### config.mk
export PLATFORM = sky130hd
export DESIGN_NAME = spi_frame_sequencer
export DESIGN_NICKNAME = d
export VERILOG_FILES = /design/src/rtl/spi_seq_pkg.sv /design/src/rtl/spi_seq_err_counter.sv /design/src/rtl/spi_frame_sequencer.sv
export SDC_FILE = /design/constraint.sdc
export NUM_CORES = 1
export LEC_CHECK = 0
export CAP_MARGIN = 20
export CORE_ASPECT_RATIO = 1.1
export CORE_UTILIZATION = 44
export CTS_CLUSTER_DIAMETER = 60
export DETAILED_ROUTE_END_ITERATION = 7
export PLACE_DENSITY = 0.91
export SLEW_MARGIN = 0
export SYNTH_ARGS = -nofsm -noshare
export SYNTH_HDL_FRONTEND = slang
export SYNTH_SLANG_ARGS = --single-unit
export TNS_END_PERCENT = 5
### constraint.sdc
create_clock -name clock -period 2.5 [get_ports clock]
set_clock_uncertainty 0.15 [all_clocks]
set_input_delay 0.375 -clock clock [delete_from_list [all_inputs] [get_ports clock]]
set_output_delay 0.375 -clock clock [all_outputs]
set_load 0.03 [all_outputs]
### src/rtl/spi_seq_pkg.sv
// Shared state encoding, field slices and counter widths for the SPI frame sequencer.
// StDrain exists only when FRAME_TIMEOUT_EN is defined.
package spi_seq_pkg;

    typedef enum logic [1:0] {
        StIdle  = 2'd0,
        StShift = 2'd1,
`ifdef FRAME_TIMEOUT_EN
        StIssue = 2'd2,
        StDrain = 2'd3
`else
        StIssue = 2'd2
`endif
    } state_e;

    localparam int unsigned FRAME_BITS_DEFAULT = 32;
    localparam int unsigned ERR_CNT_W_DEFAULT  = 8;

    localparam int unsigned OP_MSB    = 31;
    localparam int unsigned ADDR_MSB  = 23;
    localparam int unsigned WDATA_MSB = 15;
    localparam int unsigned OP_W      = 8;
    localparam int unsigned ADDR_W    = 8;
    localparam int unsigned WDATA_W   = 16;

    localparam int unsigned BIT_CNT_W = 6;

endpackage

### src/rtl/spi_seq_err_counter.sv
// Saturating rejected-frame counter with a registered one-cycle error pulse.
module spi_seq_err_counter
    import spi_seq_pkg::*;
#(
    parameter int unsigned ERR_CNT_W = ERR_CNT_W_DEFAULT
) (
    input  logic                 clock,
    input  logic                 reset,
    input  logic                 inc,
    output logic                 pulse,
    output logic [ERR_CNT_W-1:0] count
);

    logic [ERR_CNT_W-1:0] count_q;
    logic                 pulse_q;

    always_ff @(posedge clock) begin
        if (reset) begin
            count_q <= '0;
            pulse_q <= 1'b0;
        end else begin
            // The pulse still fires once the count is pinned at all-ones.
            pulse_q <= inc;
            if (inc && (count_q != '1)) begin
                count_q <= count_q + 1'b1;
            end
        end
    end

    assign pulse = pulse_q;
    assign count = count_q;

endmodule

### src/rtl/spi_frame_sequencer.sv
// Frame-level controller behind the SPI slave shift register: counts, validates, decodes and
// issues commands. Define FRAME_TIMEOUT_EN to add the inter-bit idle timeout and DRAIN state.
module spi_frame_sequencer
    import spi_seq_pkg::*;
#(
    parameter int unsigned     FRAME_BITS     = FRAME_BITS_DEFAULT,
    parameter logic [OP_W-1:0] MAX_OP         = 8'h0F,
    parameter int unsigned     ERR_CNT_W      = ERR_CNT_W_DEFAULT,
    parameter int unsigned     TIMEOUT_CYCLES = 4096
) (
    input  logic                 clock,
    input  logic                 reset,
    input  logic                 sclk_rise,
    input  logic                 frame_active,
    input  logic [31:0]          shift_data,
    output logic                 cmd_valid,
    input  logic                 cmd_ready,
    output logic [OP_W-1:0]      cmd_op,
    output logic [ADDR_W-1:0]    cmd_addr,
    output logic [WDATA_W-1:0]   cmd_wdata,
    output logic                 frame_err,
    output logic [ERR_CNT_W-1:0] err_count,
    output logic                 busy
);

    if (FRAME_BITS != 32) begin : g_bad_frame_bits
        $error("spi_frame_sequencer: FRAME_BITS must be 32");
    end
    if (TIMEOUT_CYCLES == 0) begin : g_bad_timeout
        $error("spi_frame_sequencer: TIMEOUT_CYCLES must be nonzero");
    end

    state_e               state_q;
    logic                 frame_active_q;
    logic [BIT_CNT_W-1:0] bit_cnt_q;
    logic                 cmd_valid_q;
    logic [OP_W-1:0]      cmd_op_q;
    logic [ADDR_W-1:0]    cmd_addr_q;
    logic [WDATA_W-1:0]   cmd_wdata_q;

    logic frame_start, frame_end, frame_ok, handshake, timeout, err_inc;

    assign frame_start = frame_active & ~frame_active_q;
    assign frame_end   = ~frame_active & frame_active_q;
    assign handshake   = cmd_valid_q & cmd_ready;
    assign frame_ok    = (bit_cnt_q == BIT_CNT_W'(FRAME_BITS)) &&
                         (shift_data[OP_MSB -: OP_W] <= MAX_OP);

    // frame_active_q resets high so a frame already running at reset release never starts.
    always_ff @(posedge clock) begin
        if (reset) begin
            frame_active_q <= 1'b1;
            bit_cnt_q      <= '0;
        end else begin
            frame_active_q <= frame_active;
            if (frame_start) begin
                bit_cnt_q <= sclk_rise ? BIT_CNT_W'(1) : '0;
            end else if (frame_active && sclk_rise && (bit_cnt_q != '1)) begin
                bit_cnt_q <= bit_cnt_q + 1'b1;
            end
        end
    end

`ifdef FRAME_TIMEOUT_EN
    localparam int unsigned IDLE_CNT_W = $clog2(TIMEOUT_CYCLES + 1);

    logic [IDLE_CNT_W-1:0] idle_cnt_q;

    always_ff @(posedge clock) begin
        if (reset || (state_q != StShift) || sclk_rise) begin
            idle_cnt_q <= '0;
        end else begin
            idle_cnt_q <= idle_cnt_q + 1'b1;
        end
    end

    // Fires on the TIMEOUT_CYCLES-th consecutive idle cycle in SHIFT.
    assign timeout = (state_q == StShift) && frame_active && !sclk_rise &&
                     (idle_cnt_q == IDLE_CNT_W'(TIMEOUT_CYCLES - 1));
`else
    assign timeout = 1'b0;
`endif

    always_comb begin
        err_inc = 1'b0;
        case (state_q)
            StShift: err_inc = (frame_end && !frame_ok) || timeout;
            StIssue: err_inc = frame_end;
            default: err_inc = 1'b0;
        endcase
    end

    always_ff @(posedge clock) begin
        if (reset) begin
            state_q     <= StIdle;
            cmd_valid_q <= 1'b0;
            cmd_op_q    <= '0;
            cmd_addr_q  <= '0;
            cmd_wdata_q <= '0;
        end else begin
            case (state_q)
                StIdle: begin
                    if (frame_start) state_q <= StShift;
                end
                StShift: begin
                    if (frame_end) begin
                        if (frame_ok) begin
                            cmd_op_q    <= shift_data[OP_MSB -: OP_W];
                            cmd_addr_q  <= shift_data[ADDR_MSB -: ADDR_W];
                            cmd_wdata_q <= shift_data[WDATA_MSB -: WDATA_W];
                            cmd_valid_q <= 1'b1;
                            state_q     <= StIssue;
                        end else begin
                            state_q <= StIdle;
                        end
`ifdef FRAME_TIMEOUT_EN
                    end else if (timeout) begin
                        state_q <= StDrain;
`endif
                    end
                end
                StIssue: begin
                    // A frame that began during ISSUE keeps counting and is picked up here.
                    if (handshake) begin
                        cmd_valid_q <= 1'b0;
                        state_q     <= frame_active ? StShift : StIdle;
                    end
                end
`ifdef FRAME_TIMEOUT_EN
                StDrain: begin
                    if (frame_end) state_q <= StIdle;
                end
`endif
                default: state_q <= StIdle;
            endcase
        end
    end

    spi_seq_err_counter #(
        .ERR_CNT_W(ERR_CNT_W)
    ) u_err_counter (
        .clock(clock),
        .reset(reset),
        .inc  (err_inc),
        .pulse(frame_err),
        .count(err_count)
    );

    assign cmd_valid = cmd_valid_q;
    assign cmd_op    = cmd_op_q;
    assign cmd_addr  = cmd_addr_q;
    assign cmd_wdata = cmd_wdata_q;
    assign busy      = (state_q != StIdle);

endmodule

==> run metrics, run 1 <==
ANT cells 0; # port buffers 79; via density per instance between 5 and 6; share of layout cells above drive strength 1 5.11%; worst vdd ir approximately 0.35 mV; clock period minus worst slack 2.29 ns; DRT antenna net count 0; reg2reg path depth 5; Post-CTS Resized 0; crit path max fanout 4; Rows 26; final cell count without fillers between 300 and 400; P per Cell Area just over 500 nW/um^2; core footprint roughly 4700 sq um; Starting Density 46.0%; Ys Warns 0; Final setup viols 0; Final Hold Viols 0; DRC violations left 0; hpwl dp about 3.7 mm; first-pass GRT wire length about 7.7 mm; critical path depth 4; number of synthesized register bits 51; via count around 2,000; Worst-path clk slew 0.09 ns; Hold Buf Count CTS 0; vias in the first global route roughly 1,800; RSZ-0062 raised after global routing no; dpl cells ~380; CTS root buf clkbuf_8; maxcap violations 0; setup_tns 0 ns; Area growth syn-to-layout 44.4%; Slowest-stage cell, CP clkdlybuf4s50_1; critical path data arrival time roughly 1.8 ns; GR Util All Layers between 10% and 20%; max_slew headroom 62.8%; Synth Net Count ~300; CP max stage delay 0.68 ns; Syn Inst Count ~260; clk buf depth 2; routability congestion estimate from global placement 0.828; WL final around 5.1 mm; worst-skew pair later-pin latency approximately 0.31 ns; I/O pins 80; kind of critical path reg2out; chip width between 60 and 70 microns; share of the synthesized area in the top cell type between 40 and 50%; worst hold stages 2; largest net degree at the start of global routing 29; most frequent cells in the layout clkdlybuf4s50_1, nand2_1, dfxtp_1; outcome completed; fin crit share between 90% and 100%; sequential cell area fraction in the yosys report between 40% and 50%; fin nets ~380; Cell Area, Synth 2150 sq um; clock net sink count a little over 50; TritonCTS clock tree yes; syn_area_per_cell 8.45 sq um; Most Frequent Cell on Critical Path inv_1; largest cells by area after synthesis dfxtp_1, nand2_1, a21oi_1, ha_1, or4_1; R2R setup slack about 0.33 ns; crit-path leading delay family buffers and inverters; critical-path cell list inv_1 > ha_1 > inv_1 > clkdlybuf4s50_1; Worst setup SP type flip-flop; critical path buffer and inverter count 3; Worst Setup End Kind output pin; Async S/R FF share, synth 0%; Min-Delay Path Class reg2reg; Synth Flop Type dfxtp_1; final hold slack 0.304 ns; pin slew with the least headroom to its limit between 0.5 and 0.6 ns; Yosys top cell by area dfxtp_1; Routed WL per cell between 10 and 15 microns; total CTS buffers 5; DRT Pass-1 Iters 5; Max Freq about 440 MHz; Critical Path RT roughly 2.0 ns; Die ar. 5180 sq um; Max Slew Vio Count 0; setup bufs post-CTS 0; leading cell type in the layout, fill and taps excluded clkdlybuf4s50_1; initial antenna violation count 0; Netlist cell types 42; leakage power between 1 and 1.5 nW; Die Height between 70 and 80 microns; 1st-iter DRT viols between 70 and 80; Overflow after GRT 0; EDFF count, synth 0; H-Tree Depth 2
-- where the power goes --
part | internal, W | leakage [nW] | switching, W
logic | 0.0000816 | 0.603 | 0.0000644
registers | 0.000818 | 0.411 | 0.00000734
clock network | 0.000329 | 0.0618 | 0.000272
total | 0.00123 | 1.08 | 0.000344
-- cells in the mapped netlist (2+ instances only) --
cell and instances:
nor2_1 8, clkbuf_1 7, inv_1 8, nor4_1 3
or4_1 6, nand2b_1 3, dfxtp_1 51, and4_1 2
ha_1 7, a21oi_1 38, buf_2 3, nand3_1 4
o31ai_1 5, or3_1 2, xnor2_1 3, nor3_1 2
o21ai_0 3, buf_4 2, a211oi_1 3, nand4_1 2
mux2i_1 2, nand2_1 62, nand4b_1 2, and3_1 4
and2_1 6
-- worst reg2reg max path: cells and delay by family (launching register included) --
family          cells  cell delay (ns)
flops               1             0.38
simple gates        2             0.48
compound gates      1             0.42
fa+ha+maj           1             0.26
mux                 1             0.37
-- area by class of cell --
cell class	count	area (sq um)
Clock inverter	2	38.8
Sequential cell	51	1020
Clock buffer	6	82.6
Inverter	8	30.0
Fill cell	407	1570
Timing Repair Buffer	83	833
Tap cell	56	70.1
Multi-Input combinational cell	183	1040
-- flip-flops by register name, indices dropped and copies added, names as in the netlist --
| signal | flops |
|---|---|
| u_err_counter.pulse | 1 |
| state_q | 2 |
| bit_cnt_q | 6 |
| cmd_wdata | 16 |
| frame_active_q | 1 |
| cmd_valid | 1 |
| cmd_op | 8 |
| cmd_addr | 8 |
| u_err_counter.count | 8 |
-- per-stage QoR --
step,setup slack (ns),power (W),utilization (%),cell area (sq um)
after floorplan,0.315,0.000907,-,2150
after global placement,0.161,0.000986,63.8,2990
after detailed placement,0.0727,0.000990,63.8,2990
after CTS,0.195,0.00159,66.4,3110
after global routing,0.126,0.00163,66.4,3110
final,0.210,0.00157,66.4,3110
-- layer usage --
layer	up-vias	part of all wire (%)	track usage (%)
met5	-	0	0
met4	0	1.5	7.71
met3	7	5.0	4.64
met2	51	52	36.2
met1	936	42	22.5
li1	1031	-	-
-- path summary, 6_finish.rpt --
path | start | endpoint
worst max-delay path | state_q[0] | busy
worst min-delay path | cmd_wdata[10] | cmd_wdata[10]
worst max register to register | u_err_counter.count[0] | u_err_counter.count[5]
worst min register to register | cmd_wdata[10] | cmd_wdata[10]
-- kinds of logic (layout without fill, tap and decap cells) --
group | count (synthesis) | in the layout | share of synthesized area, %
buffers and inverters | 21 | 99 | 4.53
XOR/XNOR | 3 | 3 | 1.22
adder cells (fa/ha/maj) | 7 | 7 | 4.06
AO/OA/AOI/OAI | 56 | 56 | 14.9
multiplexers | 3 | 3 | 1.45
flip-flops | 51 | 51 | 47.4
AND/OR/NAND/NOR | 114 | 114 | 26.4
No activity file was read; power rests on OpenSTA's default activity.
==> inputs of run 2 (changes only) <==
- REMOVE_ABC_BUFFERS: default -> 1
- clock period: 2.5 -> 2.6 ns (I/O delays scaled with it)
==> run 2 against run 1 <==
Effect of this change: cell count rose by 0.26%; design area fell by 0.72%; clock-buffer cell count rose by 1; first-iteration DRC count shrank 17%; global-route usage is 0.84 points lower.
==> run metrics, run 2 (synthesis results as in run 1) <==
Post-CTS Resized 0; total CTS buffers 5; vias in the first global route 1,703; I/O pins 80; Worst Setup End Kind output pin; CTS root buf clkbuf_8; leakage power 1.07 nW; Final Hold Viols 0; largest net degree at the start of global routing 29; fillers 408; final cell count without fillers 390; routability congestion estimate from global placement roughly 0.76; dpl cells approximately 380; maxcap violations 0; M3 GR Usage around 4.6%; Area growth syn-to-layout 43.4%; via density per instance 5.13; fin nets between 300 and 400; ANT cells 0; Min-Delay Path Class reg2reg; leading cell type in the layout, fill and taps excluded clkdlybuf4s50_1; Hold Buf Count CTS 0; clock period minus worst slack roughly 2.3 ns; worst vdd ir around 0.26 mV; chip width 68.7 microns; DRT antenna net count 0; clk buf depth 2; WL final roughly 4.8 mm; Final setup viols 0; P per Cell Area around 460 nW/um^2; outcome completed; max_slew headroom 64.5%; Overflow after GRT 0; RSZ-0062 raised after global routing no; met2 Usage GRT between 30% and 40%; crit path max fanout 4; max reg flops 16; fin crit share between 80 and 90%; 1st-iter DRT viols 60; pin slew with the least headroom to its limit between 0.5 and 0.6 ns; TritonCTS clock tree yes; setup bufs post-CTS 0; Worst-path clk slew approximately 0.09 ns; Critical Path RT around 2 ns; setup_tns 0 ns; routing usage on met1 between 20% and 30%; Rows 26; Max Freq around 440 MHz; fin util 65.9%; hpwl dp 3.42 mm; DRT Pass-1 Iters 4; # port buffers between 70 and 80; critical path data arrival time approximately 1.7 ns; initial antenna violation count 0; via count between 1,500 and 2,000; first-pass GRT wire length about 7.4 mm; Die ar. 5180 sq um; GR Util All Layers a little under a fifth; DRC violations left 0; final hold slack roughly 0.30 ns; Max Slew Vio Count 0; Die Height approximately 75 microns; share of layout cells above drive strength 1 ~5.4%; core footprint approximately 4700 sq um; kind of critical path reg2out; Worst setup SP type flip-flop; worst-skew pair later-pin latency 0.30 ns; most frequent cells in the layout clkdlybuf4s50_1, nand2_1, dfxtp_1; busiest grt layer met2; Routed WL per cell 12.3 microns; clock net sink count ~50; H-Tree Depth 2; Starting Density about 46%
run 2: changes by cell type in the layout (fill, tap and decap cells not counted), sizes merged:
cell and change:
buf +1, bufinv -1, clkbuf +1, clkinvlp +1, inv -1
run 2: metal layers:
layer	wire, microns	share of wire, %
met3	293	6.1
met5	0	0
met2	2310	48
met4	66	1.4
met1	2140	45
run 2: final cells by class:
| class | instances | area [sq um] | share of cell area [%] |
|---|---|---|---|
| Sequential cell | 51 | 1020 | 33.0 |
| Timing Repair Buffer | 84 | 828 | 26.8 |
| Clock buffer | 7 | 96.3 | 3.12 |
| Multi-Input combinational cell | 183 | 1040 | 33.5 |
| Clock inverter | 1 | 7.51 | 0.243 |
| Tap cell | 56 | 70.1 | 2.27 |
| Inverter | 8 | 30.0 | 0.972 |
run 2: final timing paths:
check,startpoint,endpoint,slack [ns],cells past startpoint
setup / recovery,state_q[1],busy,0.34,4
hold / removal,cmd_op[2],cmd_op[2],0.30,2
setup reg to reg,u_err_counter.count[0],u_err_counter.count[5],0.46,5
hold reg to reg,cmd_op[2],cmd_op[2],0.30,2
run 2: critical path, stage by stage, from the launching register on:
cell             delay, ns
dfxtp_1               0.40
inv_1                 0.08
ha_1                  0.22
inv_1                 0.06
clkdlybuf4s50_1       0.66
run 2: per-stage QoR:
step	total power [W]	area [sq um]	setup WS, ns
after global placement	0.000949	2990	0.228
after detailed placement	0.000950	2990	0.212
after floorplan	0.000863	2090	0.455
after CTS	0.00144	3090	0.321
after global routing	0.00148	3090	0.263
final	0.00143	3090	0.338
run 2: report_power, final:
part | leakage [nW] | switching [W] | internal [W]
combinational | 0.605 | 0.0000607 | 0.0000792
clock | 0.0505 | 0.000250 | 0.000242
sequential | 0.411 | 0.00000642 | 0.000787
total | 1.07 | 0.000317 | 0.00111
==> inputs of run 3 (changes only) <==
- clock period: 2.6 -> 2.81 ns (I/O delays scaled with it)
==> run 3 against run 2 <==
Effect of this change: global-route usage rose by 0.49 points; setup slack better by 0.17 ns; sequential share of layout area shrank 0.20 points; largest cell class unchanged; via count is 1.3% higher.
==> run metrics, run 3 (synthesis results as in run 1) <==
clock net sink count between 50 and 60; 1st-iter DRT viols around 70; Final setup viols 0; max reg flops 16; maxcap violations 0; setup bufs post-CTS 0; kind of critical path reg2out; outcome completed; via density per instance 5.20; P per Cell Area between 400 and 500 nW/um^2; combinational power share 9.4%; share of layout cells above drive strength 1 around 5.1%; GR Util All Layers between 10% and 20%; clk buf depth 2; DRC violations left 0; largest net degree at the start of global routing 29; Starting Density between 40% and 50%; Worst-path clk slew 0.09 ns; Die ar. slightly above 5000 sq um; Int Pwr between 0.001 and 0.0015 W; Worst Setup End Kind output pin; I/O pins 80; fin crit share roughly 80%; setup_tns 0 ns; worst vdd ir slightly above 0.3 mV; DRT antenna net count 0; worst-skew pair later-pin latency ~0.30 ns; Min-Delay Path Class reg2reg; Max Slew Vio Count 0; leakage power between 1 and 1.5 nW; Hold Buf Count CTS 0; WL final between 4 and 5 mm; fin nets 376; fillers 405; core footprint 4680 sq um; pin slew with the least headroom to its limit about 0.69 ns; routing usage on met1 around a fifth; post-route cell area between 3000 and 4000 sq um; routability congestion estimate from global placement between 0.7 and 0.8; # port buffers 79; critical path data arrival time around 1.7 ns; leading cell type in the layout, fill and taps excluded clkdlybuf4s50_1; H-Tree Depth 2; via count approximately 2,000; TritonCTS clock tree yes; placed instance area between 2000 and 3000 sq um; Overflow after GRT 0; DRT Pass-1 Iters 4; sw frac between 20% and 30%; M3 GR Usage 3.74%; hpwl dp between 3 and 4 mm; sw power approximately 0.00029 W; Seq pwr share 53.1%; crit path max fanout 4; busiest grt layer met2; met2 Usage GRT a little under two fifths; vias in the first global route between 1,500 and 2,000; Worst setup SP type flip-flop; CTS root buf clkbuf_8; Post-CTS Resized 0; first-pass GRT wire length between 7 and 8 mm; total CTS buffers 5; Die Height 75.4 microns; max_slew headroom 54.0%; most frequent cells in the layout clkdlybuf4s50_1, nand2_1, dfxtp_1; ANT cells 0; Routed WL per cell roughly 13 microns; initial antenna violation count 0; RSZ-0062 raised after global routing no; clock period minus worst slack 2.30 ns; Final Hold Viols 0; Area growth syn-to-layout 44.3%; Max Freq about 430 MHz; Critical Path RT ~2.2 ns; clock network fraction of total power between 30% and 40%; Rows 26; chip width around 69 microns
-- run 3: cell types whose count changed in the layout (fill, tap and decap cells not counted) --
cell / previous run / this run
clkinv_2: 0 / 1
clkinvlp_4: 1 / 0
clkbuf_8: 7 / 6
buf_12: 0 / 1
buf_4: 5 / 3
bufinv_16: 0 / 1
-- run 3: cell type report --
type	count	area, sq um	share of cell area (%)
Multi-Input combinational cell	183	1040	33.3
Clock buffer	6	82.6	2.66
Timing Repair Buffer	83	833	26.8
Tap cell	56	70.1	2.25
Clock inverter	2	35.0	1.13
Inverter	8	30.0	0.966
Sequential cell	51	1020	32.9
-- run 3: power by group through the flow --
stage          Clock (W)  Combinational [W]  Sequential (W)
2_1_floorplan          0          0.0000476        0.000751
3_3_place_gp           0           0.000126        0.000751
3_5_place_dp           0           0.000128        0.000751
4_1_cts         0.000539           0.000129        0.000734
5_1_grt         0.000559           0.000140        0.000735
6_report        0.000519           0.000130        0.000734
-- run 3: path summary, 6_finish.rpt --
| check | depth (start not counted) | from | endpoint | slack [ns] |
|---|---|---|---|---|
| setup / recovery | 4 | state_q[0] | busy | 0.51 |
| hold reg to reg | 2 | cmd_addr[7] | cmd_addr[7] | 0.30 |
| hold / removal | 2 | cmd_addr[7] | cmd_addr[7] | 0.30 |
| setup reg to reg | 6 | state_q[0] | u_err_counter.count[5] | 0.66 |
-- run 3: per-layer routing --
metal | vias up | share of wire, %
met3 | 6 | 5.5
met5 | - | 0
met4 | 0 | 1.2
li1 | 1030 | -
met1 | 932 | 43
met2 | 56 | 50
-- run 3: per-stage QoR --
stage	instances	setup WS [ns]	util (%)	hold slack [ns]	total power (W)
finish	389	0.507	66.3	0.301	0.00138
CTS	389	0.497	66.3	0.305	0.00140
global placement	381	0.405	63.8	0.287	0.000877
floorplan	242	0.665	-	0.306	0.000798
detailed placement	381	0.354	63.8	0.293	0.000879
global route	389	0.439	66.3	0.318	0.00143
-- run 3: worst max-delay path, stage by stage (launching register included) --
cell             delay [ns]
dfxtp_1                0.39
inv_1                  0.08
ha_1                   0.23
inv_1                  0.07
clkdlybuf4s50_1        0.67
